## src/rtl/sseg_scan_driver.sv

```systemverilog
// Multiplexed N-digit hex seven-segment scanner with shadow-register load committed at frame boundaries.
// Pins are registered one cycle behind digit_idx/active state; polarity is selected by ACTIVE_LOW.
module sseg_scan_driver #(
  parameter int N_DIGITS   = 4,
  parameter int DIV_WIDTH  = 16,
  parameter int ACTIVE_LOW = 1
) (
  input  logic                  clk,
  input  logic                  rst,
  input  logic                  load,
  input  logic [4*N_DIGITS-1:0] value,
  input  logic [N_DIGITS-1:0]   blank_mask,
  input  logic [N_DIGITS-1:0]   dp_mask,
  output logic                  pending,
  output logic                  frame_tick,
  output logic [N_DIGITS-1:0]   an,
  output logic [6:0]            seg,
  output logic                  dp
);

  localparam int   IW  = $clog2(N_DIGITS);
  localparam logic POL = (ACTIVE_LOW != 0);

  function automatic logic [6:0] glyph(input logic [3:0] nib);
    case (nib)
      4'h0: glyph = 7'h3F;  4'h1: glyph = 7'h06;  4'h2: glyph = 7'h5B;  4'h3: glyph = 7'h4F;
      4'h4: glyph = 7'h66;  4'h5: glyph = 7'h6D;  4'h6: glyph = 7'h7D;  4'h7: glyph = 7'h07;
      4'h8: glyph = 7'h7F;  4'h9: glyph = 7'h6F;  4'hA: glyph = 7'h77;  4'hB: glyph = 7'h7C;
      4'hC: glyph = 7'h39;  4'hD: glyph = 7'h5E;  4'hE: glyph = 7'h79;  default: glyph = 7'h71;
    endcase
  endfunction

  logic [DIV_WIDTH-1:0]  div_q, div_d;
  logic [IW-1:0]         digit_idx_q, digit_idx_d;
  logic [4*N_DIGITS-1:0] act_val_q, act_val_d, pend_val_q, pend_val_d;
  logic [N_DIGITS-1:0]   act_blank_q, act_blank_d, pend_blank_q, pend_blank_d;
  logic [N_DIGITS-1:0]   act_dp_q, act_dp_d, pend_dp_q, pend_dp_d;
  logic                  pending_q, pending_d;
  logic                  frame_tick_q, frame_tick_d;
  logic [N_DIGITS-1:0]   an_q, an_d;
  logic [6:0]            seg_q, seg_d;
  logic                  dp_q, dp_d;

  logic                  step, boundary, blanked;
  logic [3:0]            nib;
  logic [N_DIGITS-1:0]   an_lvl;
  logic [6:0]            seg_lvl;
  logic                  dp_lvl;

  always_comb begin
    div_d       = div_q + 1'b1;
    step        = &div_q;
    boundary    = step && (digit_idx_q == IW'(N_DIGITS - 1));
    digit_idx_d = digit_idx_q;
    if (step) digit_idx_d = boundary ? '0 : digit_idx_q + 1'b1;
    frame_tick_d = boundary;

    // Commit uses the pending contents from before this edge; a coincident load refills pending.
    act_val_d   = act_val_q;
    act_blank_d = act_blank_q;
    act_dp_d    = act_dp_q;
    pending_d   = pending_q;
    if (boundary && pending_q) begin
      act_val_d   = pend_val_q;
      act_blank_d = pend_blank_q;
      act_dp_d    = pend_dp_q;
      pending_d   = 1'b0;
    end
    pend_val_d   = pend_val_q;
    pend_blank_d = pend_blank_q;
    pend_dp_d    = pend_dp_q;
    if (load) begin
      pend_val_d   = value;
      pend_blank_d = blank_mask;
      pend_dp_d    = dp_mask;
      pending_d    = 1'b1;
    end

    nib     = act_val_q[digit_idx_q*4 +: 4];
    blanked = act_blank_q[digit_idx_q];
    an_lvl  = blanked ? '0 : (N_DIGITS'(1) << digit_idx_q);
    seg_lvl = blanked ? 7'h00 : glyph(nib);
    dp_lvl  = act_dp_q[digit_idx_q] && !blanked;
    an_d    = an_lvl ^ {N_DIGITS{POL}};
    seg_d   = seg_lvl ^ {7{POL}};
    dp_d    = dp_lvl ^ POL;
  end

  always_ff @(posedge clk) begin
    if (rst) begin
      div_q        <= '0;
      digit_idx_q  <= '0;
      act_val_q    <= '0;
      act_blank_q  <= '0;
      act_dp_q     <= '0;
      pend_val_q   <= '0;
      pend_blank_q <= '0;
      pend_dp_q    <= '0;
      pending_q    <= 1'b0;
      frame_tick_q <= 1'b0;
      an_q         <= {N_DIGITS{POL}};
      seg_q        <= {7{POL}};
      dp_q         <= POL;
    end else begin
      div_q        <= div_d;
      digit_idx_q  <= digit_idx_d;
      act_val_q    <= act_val_d;
      act_blank_q  <= act_blank_d;
      act_dp_q     <= act_dp_d;
      pend_val_q   <= pend_val_d;
      pend_blank_q <= pend_blank_d;
      pend_dp_q    <= pend_dp_d;
      pending_q    <= pending_d;
      frame_tick_q <= frame_tick_d;
      an_q         <= an_d;
      seg_q        <= seg_d;
      dp_q         <= dp_d;
    end
  end

  assign pending    = pending_q;
  assign frame_tick = frame_tick_q;
  assign an         = an_q;
  assign seg        = seg_q;
  assign dp         = dp_q;

endmodule

```

## config.mk

```make
export PLATFORM = sky130hd
export DESIGN_NAME = sseg_scan_driver
export DESIGN_NICKNAME = d
export VERILOG_FILES = /design/src/rtl/sseg_scan_driver.sv
export SDC_FILE = /design/constraint.sdc
export NUM_CORES = 1
export LEC_CHECK = 0
export BUFFER_PORTS_ARGS = -buffer_cell sky130_fd_sc_hd__clkbuf_2
export CAP_MARGIN = 0
export CORE_MARGIN = 5
export CORE_UTILIZATION = 52
export CTS_BUF_LIST = sky130_fd_sc_hd__clkbuf_4 sky130_fd_sc_hd__clkbuf_8 sky130_fd_sc_hd__clkbuf_16
export DETAILED_ROUTE_END_ITERATION = 8
export PLACE_DENSITY = 0.75
export SKIP_CTS_REPAIR_TIMING = 1
export SYNTH_ARGS = -nofsm -noshare
export SYNTH_HDL_FRONTEND = slang
export SYNTH_SLANG_ARGS = --single-unit
```

## constraint.sdc

```tcl
create_clock -name clk -period 1.71 [get_ports clk]
set_input_delay 0.171 -clock clk [delete_from_list [all_inputs] [get_ports clk]]
set_output_delay 0.171 -clock clk [all_outputs]
set_load 0.1 [all_outputs]
```

-- Word-level counts from Yosys, hierarchy flattened
Memory sizes are Yosys's and may differ from the RTL's.
Cells that the tools add are included.
- bits in latches: 0
- output and inout bits: 14
- register bits after elaboration: 80
- RAM bits: 0
- bits in read-only memories: 112
- bits of input ports: 27
- word-level logic and storage cells: 38
- memories kept: 1
- shifts and indexed selects: 2
- reduce and logical (&&, ||, !) cells: 6
- $mul: 0
- add/sub/neg operators: 2
- bitwise gates (word level): 3
- equal/unequal tests: 1
- muxes and demuxes: 9
- magnitude comparators: 1
- divide/modulo/power cells: 0
- memories (name ; depth ; width ; rd ports ; clocked after Yosys merged registers in ; write ports ; RTL line ; source):
    (no name shown) ; 16 ; 7 ; 1 ; 0 ; 0 ; 25 ; case (nib)
- operator list (kind ; count):
    $add 16x1->16 const B ; 1
    $reduce_and 16->1 ; 1
    $shiftx 16x5->4 ; 1
    $mux 7 ; 1
    $not 7->7 ; 1
    $bmux 1 s2 ; 2
    $mux 1 ; 4
    $mux 4 ; 1
    $not 4->4 ; 1
    $shl 1x2->4 const A ; 1
    $logic_and 1x1->1 ; 3
    $lt 2x3->1 const B ; 1
    $add 2x1->2 const B ; 1
    $eq 2x2->1 const B ; 1
    $mux 2 ; 1
    $reduce_bool 2->1 ; 1
    $logic_not 1->1 ; 1
    $not 1->1 ; 1

-- Logic depth before layout (Yosys ltp)
Gate-level depths: netlist of the first run.
- depth in word-level cells: 5
- mapped depth: 7
- gate-level depth less buffers: 6

-- Least setup slack after synthesis of the first run
No wires, ideal clock.
- path type: flip-flop to flip-flop
- start: reg pending_q, in the netlist pending
- end: reg act_blank_q[0]
- data arrival time: 2.013 ns
- stages on the path, launching flop included: 6
- path buffers: 2
- library setup time: 0.071 ns
- required time: 1.639 ns
- slack: -0.374 ns
- period minus slack after synthesis: 2.084 ns
- cell sequence: dfxtp_1 -> and2_1 -> clkbuf_1 -> clkbuf_1 -> nand4_1 -> a21oi_1
- cells in the longest elaborated chain, start to end: 1
- RTL lines (item ; RTL line ; source):
    from (decl) ; 38 ; logic pending_q, pending_d;
    from (signal assigned) ; 113 ; pending_q <= pending_d;
    $logic_and 1x1->1 ; 63 ; if (boundary && pending_q) begin
    to (signal assigned) ; 108 ; act_blank_q <= act_blank_d;
    to (decl) ; 36 ; logic [N_DIGITS-1:0] act_blank_q, act_blank_d, pend_blank_q, pend_blank_d;
No other way between the ends.
A chain may end at the register's enable or synchronous reset.

-- Worst setup path in the final report of the first run
- start: reg digit_idx_q[0]
- end: reg seg_q[5], in the netlist seg[5]
- cells in the longest elaborated chain, start to end: 4
- elaborated cells on any way between the ends: 6
- classes of those cells: shift (1); mux (3); bitwise (1); memory (1)
- RTL lines (item ; RTL line ; source):
    from (decl) ; 34 ; logic [IW-1:0] digit_idx_q, digit_idx_d;
    from (signal assigned) ; 106 ; digit_idx_q <= digit_idx_d;
    $shiftx 16x5->4 / $bmux 1 s2 (equally long branches) ; 79, 80 ;
    $mem_v2 16x7 / $mux 1 (equally long branches) ; n/a ;
    $mux 7 * ; 82 ; seg_lvl = blanked ? 7'h00 : glyph(nib);
    $not 7->7 (no line) * ; n/a ;
    to (signal assigned) ; 102 ; seg_q <= {7{POL}};
    to (signal assigned) ; 116 ; seg_q <= seg_d;
    to (decl) ; 41 ; logic [6:0] seg_q, seg_d;
Mark *: on every way between the ends. The rest lies on a longest branch, timed or not. The select of a mux whose other input is x is not followed.

==> impl_metrics.tcl, run 1 <==
set metrics [dict create \
    slew_violations 0 \
    cts_tree "built" \
    regArea_mm2 0.00161 \
    insertion_delay_ns 0.35 \
    power_density_mw_per_mm2 819 \
    crit_type "flip-flop to flip-flop" \
    grt_max_degree 51 \
    grt_pass1_wl_mm 12.0 \
    violations "negative setup slack" \
    yosys_warnings 0 \
    drc_errors 0 \
    final_nets 469 \
    clock-sinks 80 \
    dp_cells 492 \
    arrival_ns 1.96 \
    synth_top_cell_by_area "dfxtp_1" \
    cap_violations 0 \
    synth_edf_count 0 \
    finalHoldViolCount 0 \
    first_pass_iters 4 \
    status "finished, violations left" \
    synth-seq-area-share 0.450 \
    vdd_drop_max_mv 0.530 \
    worstPathRequired_ns 1.93 \
    fin_crit_ns 1.74 \
    fin_worst_skew_ns 0.0144 \
    setup_ws_ns -0.0321 \
    dieArea_mm2 0.00861 \
    synth_top_area_share 0.450 \
    gp_congestion 0.856 \
    synthTopCellsByCount "dfxtp_1, nor2_1, a21oi_1" \
    max_slew.worst_pin.slew_ns 0.796 \
    cts-root-buf "clkbuf_8" \
    io_pins 41 \
    r2r_slack_ns -0.03 \
    grt_pass1_vias 2555 \
    synth.cell_area_mm2 0.00356 \
    hold_depth 3 \
    final_area_mm2 0.00438 \
    area_delta_synth_final_pct 23.0 \
    rows 30 \
    fp.coreArea_mm2 0.00672 \
    initial_core_util 0.530 \
    fmax_mhz 574 \
    r2r_start "digit_idx_q[0]" \
    io_buffer_count 40 \
    min_period_over_period 1.02 \
    start_kind "flip-flop" \
    h-tree-depth 3 \
    crit_path_start "digit_idx_q[0]" \
    r2r.worst_path.cells 5 \
    worstReg2RegEnd "seg[5]" \
    die-width_um 92.8 \
    synth_area_leaders "dfxtp_1, mux2i_1, a31o_2" \
    grt_overflow 0 \
    pre_cts_slack_ns -0.0820 \
    ys.flop_type "dfxtp_1" \
    synthesis.nets 419 \
    placed_area_mm2 0.00399 \
    fin_cells 516 \
    clock_path_buffers 2 \
    grt_use_total 0.174 \
    antenna_found_initial 0 \
    yosys_register_bits 80 \
    ant_nets 0 \
    multi_input_area_mm2 0.00185 \
    cellLeakagePower_nw 1.65 \
    cp-endpoint "seg[5]" \
    worst_setup_path_end_kind "flip-flop" \
    initialDrtViolationCount 187 \
    vias 2901 \
    synth.avg_cell_area_um2 9.35 \
    hp-class "input port to flip-flop" \
    dp_hpwl_mm 4.96 \
    synth_most_common_cell "dfxtp_1" \
    synthArstFlopShare 0 \
    rsz0062_at_grt "true" \
    drt_wl_total_mm 7.89 \
    netlist_instances 381 \
    die_y_um 92.8 \
    ys_types 41 \
    relSlewSlack 0.469 \
    drt-wirelength-per-cell_um 15.3 \
    n_fill_cell 556 \
    viasPerCell 5.62 \
    clk_pin_slew_ns 0.08 \
    setup_violations 3 \
    cp_max_fo 5 \
    diodes 0 \
    drive_above_1_share 0.342 \
    cts_buffers 9 \
]
worst min path at each step:
stage                             start              end
after global placement    blank_mask[1]  pend_blank_q[1]
after global routing           value[4]    pend_val_q[4]
after floorplan           blank_mask[0]  pend_blank_q[0]
after detailed placement       value[3]    pend_val_q[3]
after CTS                      value[3]    pend_val_q[3]
final                          value[3]    pend_val_q[3]
worst max-delay path, cell delays in order (launching register included):
cell and delay, ns:
dfxtp_4 0.39, mux4_2 0.63, ha_4 0.23, nor2b_4 0.14
a21oi_2 0.13, o221ai_2 0.10
flip-flops by register name, indices dropped and copies added (netlist names), 7 cells and up:
register    flops
div_q          16
act_val_q      16
seg             7
pend_val_q     16
per-layer routing:
metal	global-route usage	up-vias	wire length (um)
li1	-	1442	-
met1	0.222	1365	3370
met2	0.280	83	4020
met3	0.0617	11	400
met4	0.0464	0	104
met5	0	-	0
placed cells by master (no fill, tap or decap), types with 2 or more instances in the layout:
cell type	count
dfxtp_2	3
mux2i_1	25
dfxtp_1	75
clkinvlp_4	2
nor2b_4	2
o221ai_1	2
o21ai_0	6
inv_4	2
a21oi_2	4
buf_6	2
a211oi_2	2
mux4_2	6
nand3_1	9
ha_4	6
clkbuf_2	40
a31o_2	24
nor2b_1	2
nor4_1	3
nor2_4	2
xor2_1	3
dfxtp_4	2
o21ai_1	2
nor2_1	37
and4_1	2
nor3_1	3
clkbuf_4	3
xnor2_1	7
clkbuf_8	9
or3_1	2
nand2_1	13
inv_1	30
nand4_1	26
buf_4	21
buf_12	4
a21oi_1	29
ha_1	4
o221ai_2	2
per-stage QoR:
stage | setup TNS (ns) | hold slack, ns | util | total power, mW
after floorplan | -0.0842 | 0.318 | - | 2.16
after global placement | 0 | 0.405 | 0.593 | 2.23
after detailed placement | -0.261 | 0.413 | 0.593 | 2.24
after CTS | -0.391 | 0.0405 | 0.623 | 3.61
after global routing | -0.370 | 0.0467 | 0.652 | 3.74
final | -0.0584 | 0.0566 | 0.652 | 3.59
cell type report:
class,count,area share
Sequential cell,80,0.368
Tap cell,80,0.0228
Inverter,32,0.0285
Timing Repair Buffer,69,0.112
Clock inverter,4,0.0123
Clock buffer,12,0.0334
Multi-Input combinational cell,239,0.423
cells by family after synthesis:
logic type	after synthesis	share of synthesized area
mux	31	0.108
fa+ha+maj	11	0.0386
buf+inv	62	0.0734
xor+xnor	10	0.0246
simple gates	113	0.168
compound gates	74	0.138
flops	80	0.450
report_power, final:
part | switching (mW) | total (mW) | leakage [nW] | internal [mW]
Sequential | 0.0321 | 1.94 | 0.655 | 1.91
Combinational | 0.171 | 0.259 | 0.898 | 0.0885
Clock | 0.658 | 1.39 | 0.0975 | 0.730
Total | 0.861 | 3.59 | 1.65 | 2.73
Power figures use the tool's default switching activity.
==> inputs of run 2 (changes only) <==
--- a/config.mk
+++ b/config.mk
@@ -5,13 +5,14 @@
 export SDC_FILE = /design/constraint.sdc
 export NUM_CORES = 1
 export LEC_CHECK = 0
-export BUFFER_PORTS_ARGS = -buffer_cell sky130_fd_sc_hd__clkbuf_2
 export CAP_MARGIN = 0
 export CORE_MARGIN = 5
-export CORE_UTILIZATION = 52
+export CORE_UTILIZATION = 56
 export CTS_BUF_LIST = sky130_fd_sc_hd__clkbuf_4 sky130_fd_sc_hd__clkbuf_8 sky130_fd_sc_hd__clkbuf_16
+export CTS_CLUSTER_SIZE = 40
 export DETAILED_ROUTE_END_ITERATION = 8
-export PLACE_DENSITY = 0.75
+export DONT_BUFFER_PORTS = 1
+export PLACE_DENSITY = 0.74
 export SKIP_CTS_REPAIR_TIMING = 1
 export SYNTH_ARGS = -nofsm -noshare
 export SYNTH_HDL_FRONTEND = slang
==> impl_metrics.tcl, run 2 (synthesis results as in run 1) <==
set metrics [dict create \
    layout_commonest_cell "dfxtp_1" \
    crit_type "flip-flop to flip-flop" \
    area_delta_synth_final_pct 27.5 \
    grt_pass1_vias 2630 \
    whs_ns -0.0413 \
    clock_path_buffers 2 \
    setup_ws_ns -0.0154 \
    grt_overflow 0 \
    worstPathRequired_ns 1.95 \
    io_pins 41 \
    grt_use_total 0.185 \
    power_density_mw_per_mm2 773 \
    hold_depth 2 \
    cts_tree "built" \
    die_y_um 89.8 \
    violations "negative hold slack, negative setup slack" \
    initial_core_util 0.567 \
    cp_max_fo 5 \
    clock-sinks 80 \
    grt_max_degree 71 \
    die-width_um 89.8 \
    dp_cells 464 \
    drc_errors 0 \
    antenna_found_initial 0 \
    holdPathEnd "pend_val_q[15]" \
    drive_above_1_share 0.257 \
    status "finished, violations left" \
    dp_hpwl_mm 4.90 \
    slew_violations 0 \
    min_from "value[15]" \
    layout_common_cells "dfxtp_1, nor2_1, buf_4" \
    min_period_over_period 1.01 \
    r2r_start "digit_idx_q[0]" \
    dieArea_mm2 0.00806 \
    setup_violations 4 \
    clk_pin_slew_ns 0.08 \
    final_area_mm2 0.00454 \
    cts-root-buf "clkbuf_8" \
    cellLeakagePower_nw 1.68 \
    ant_nets 0 \
    first_pass_iters 5 \
    fin_worst_skew_ns 0.0101 \
    relSlewSlack 0.753 \
    fin_crit_ns 1.73 \
    pre_cts_slack_ns -0.0441 \
    io_buffer_count 0 \
    hp-class "input port to flip-flop" \
    rows 29 \
    post-route-util 0.724 \
    arrival_ns 1.97 \
    r2r.worst_path.cells 5 \
    p_total_mw 3.51 \
    fmax_mhz 580 \
    diodes 0 \
    start_kind "flip-flop" \
    rsz0062_at_grt "true" \
    final_nets 473 \
    worst_setup_path_end_kind "flip-flop" \
    viasPerCell 5.79 \
    largestRegisters "act_val_q: 16 flops, div_q: 16 flops, pend_val_q: 16 flops" \
    initialDrtViolationCount 139 \
    insertion_delay_ns 0.36 \
    r2r_slack_ns -0.02 \
    gp_congestion 0.788 \
    vdd_drop_max_mv 0.609 \
    cts_buffers 9 \
    finalHoldViolCount 13 \
    drt_wl_total_mm 8.73 \
    placed_area_mm2 0.00390 \
    finalSetupTns_ns -0.0361 \
    vias 2993 \
    grt_pass1_wl_mm 12.4 \
    drt-wirelength-per-cell_um 16.9 \
    max_slew.worst_pin.slew_ns 0.368 \
    h-tree-depth 3 \
    fin_cells 517 \
    fp.coreArea_mm2 0.00628 \
    cap_violations 0 \
    worstReg2RegEnd "seg[3]" \
]
## run 2: power by group
part | switching [mW] | internal, mW | total, mW
Combinational | 0.154 | 0.120 | 0.274
Clock | 0.694 | 0.603 | 1.30
Sequential | 0.0311 | 1.91 | 1.94
## run 2: area by class of cell
class / instances / area [um2]
clock inverters: 4 / 30.0
multi-input cells: 239 / 1780
fillers: 475 / 1740
repair buffers: 73 / 756
well taps: 77 / 96.3
clock buffers: 12 / 153
flip-flops and latches: 80 / 1610
inverters: 32 / 123
## run 2: per-layer routing
metal | up-vias | routed length (um) | track usage | share of wire
met5 | - | 0 | 0 | 0
met4 | 0 | 224 | 0.0819 | 0.026
met3 | 24 | 490 | 0.0359 | 0.056
met2 | 90 | 4350 | 0.276 | 0.50
met1 | 1425 | 3660 | 0.258 | 0.42
li1 | 1454 | - | - | -
## run 2: how the worst max path moves through the flow
| stage | slack [ns] | end | startpoint | cells after the start |
|---|---|---|---|---|
| final | -0.02 | seg[3] | digit_idx_q[0] | 5 |
| after global routing | -0.10 | seg[1] | digit_idx_q[0] | 6 |
| after CTS | -0.04 | seg[3] | digit_idx_q[0] | 6 |
| after detailed placement | -0.04 | seg[3] | digit_idx_q[0] | 5 |
| after global placement | 0.01 | seg[3] | digit_idx_q[0] | 5 |
| after floorplan | -0.03 | seg[3] | digit_idx_q[0] | 7 |
## run 2: critical path, cell delays in order, from the launching register on
cell and delay, ns:
dfxtp_4 0.39, mux4_2 0.62, ha_4 0.22, nor2b_1 0.12, a211oi_1 0.19, o21ai_1 0.08
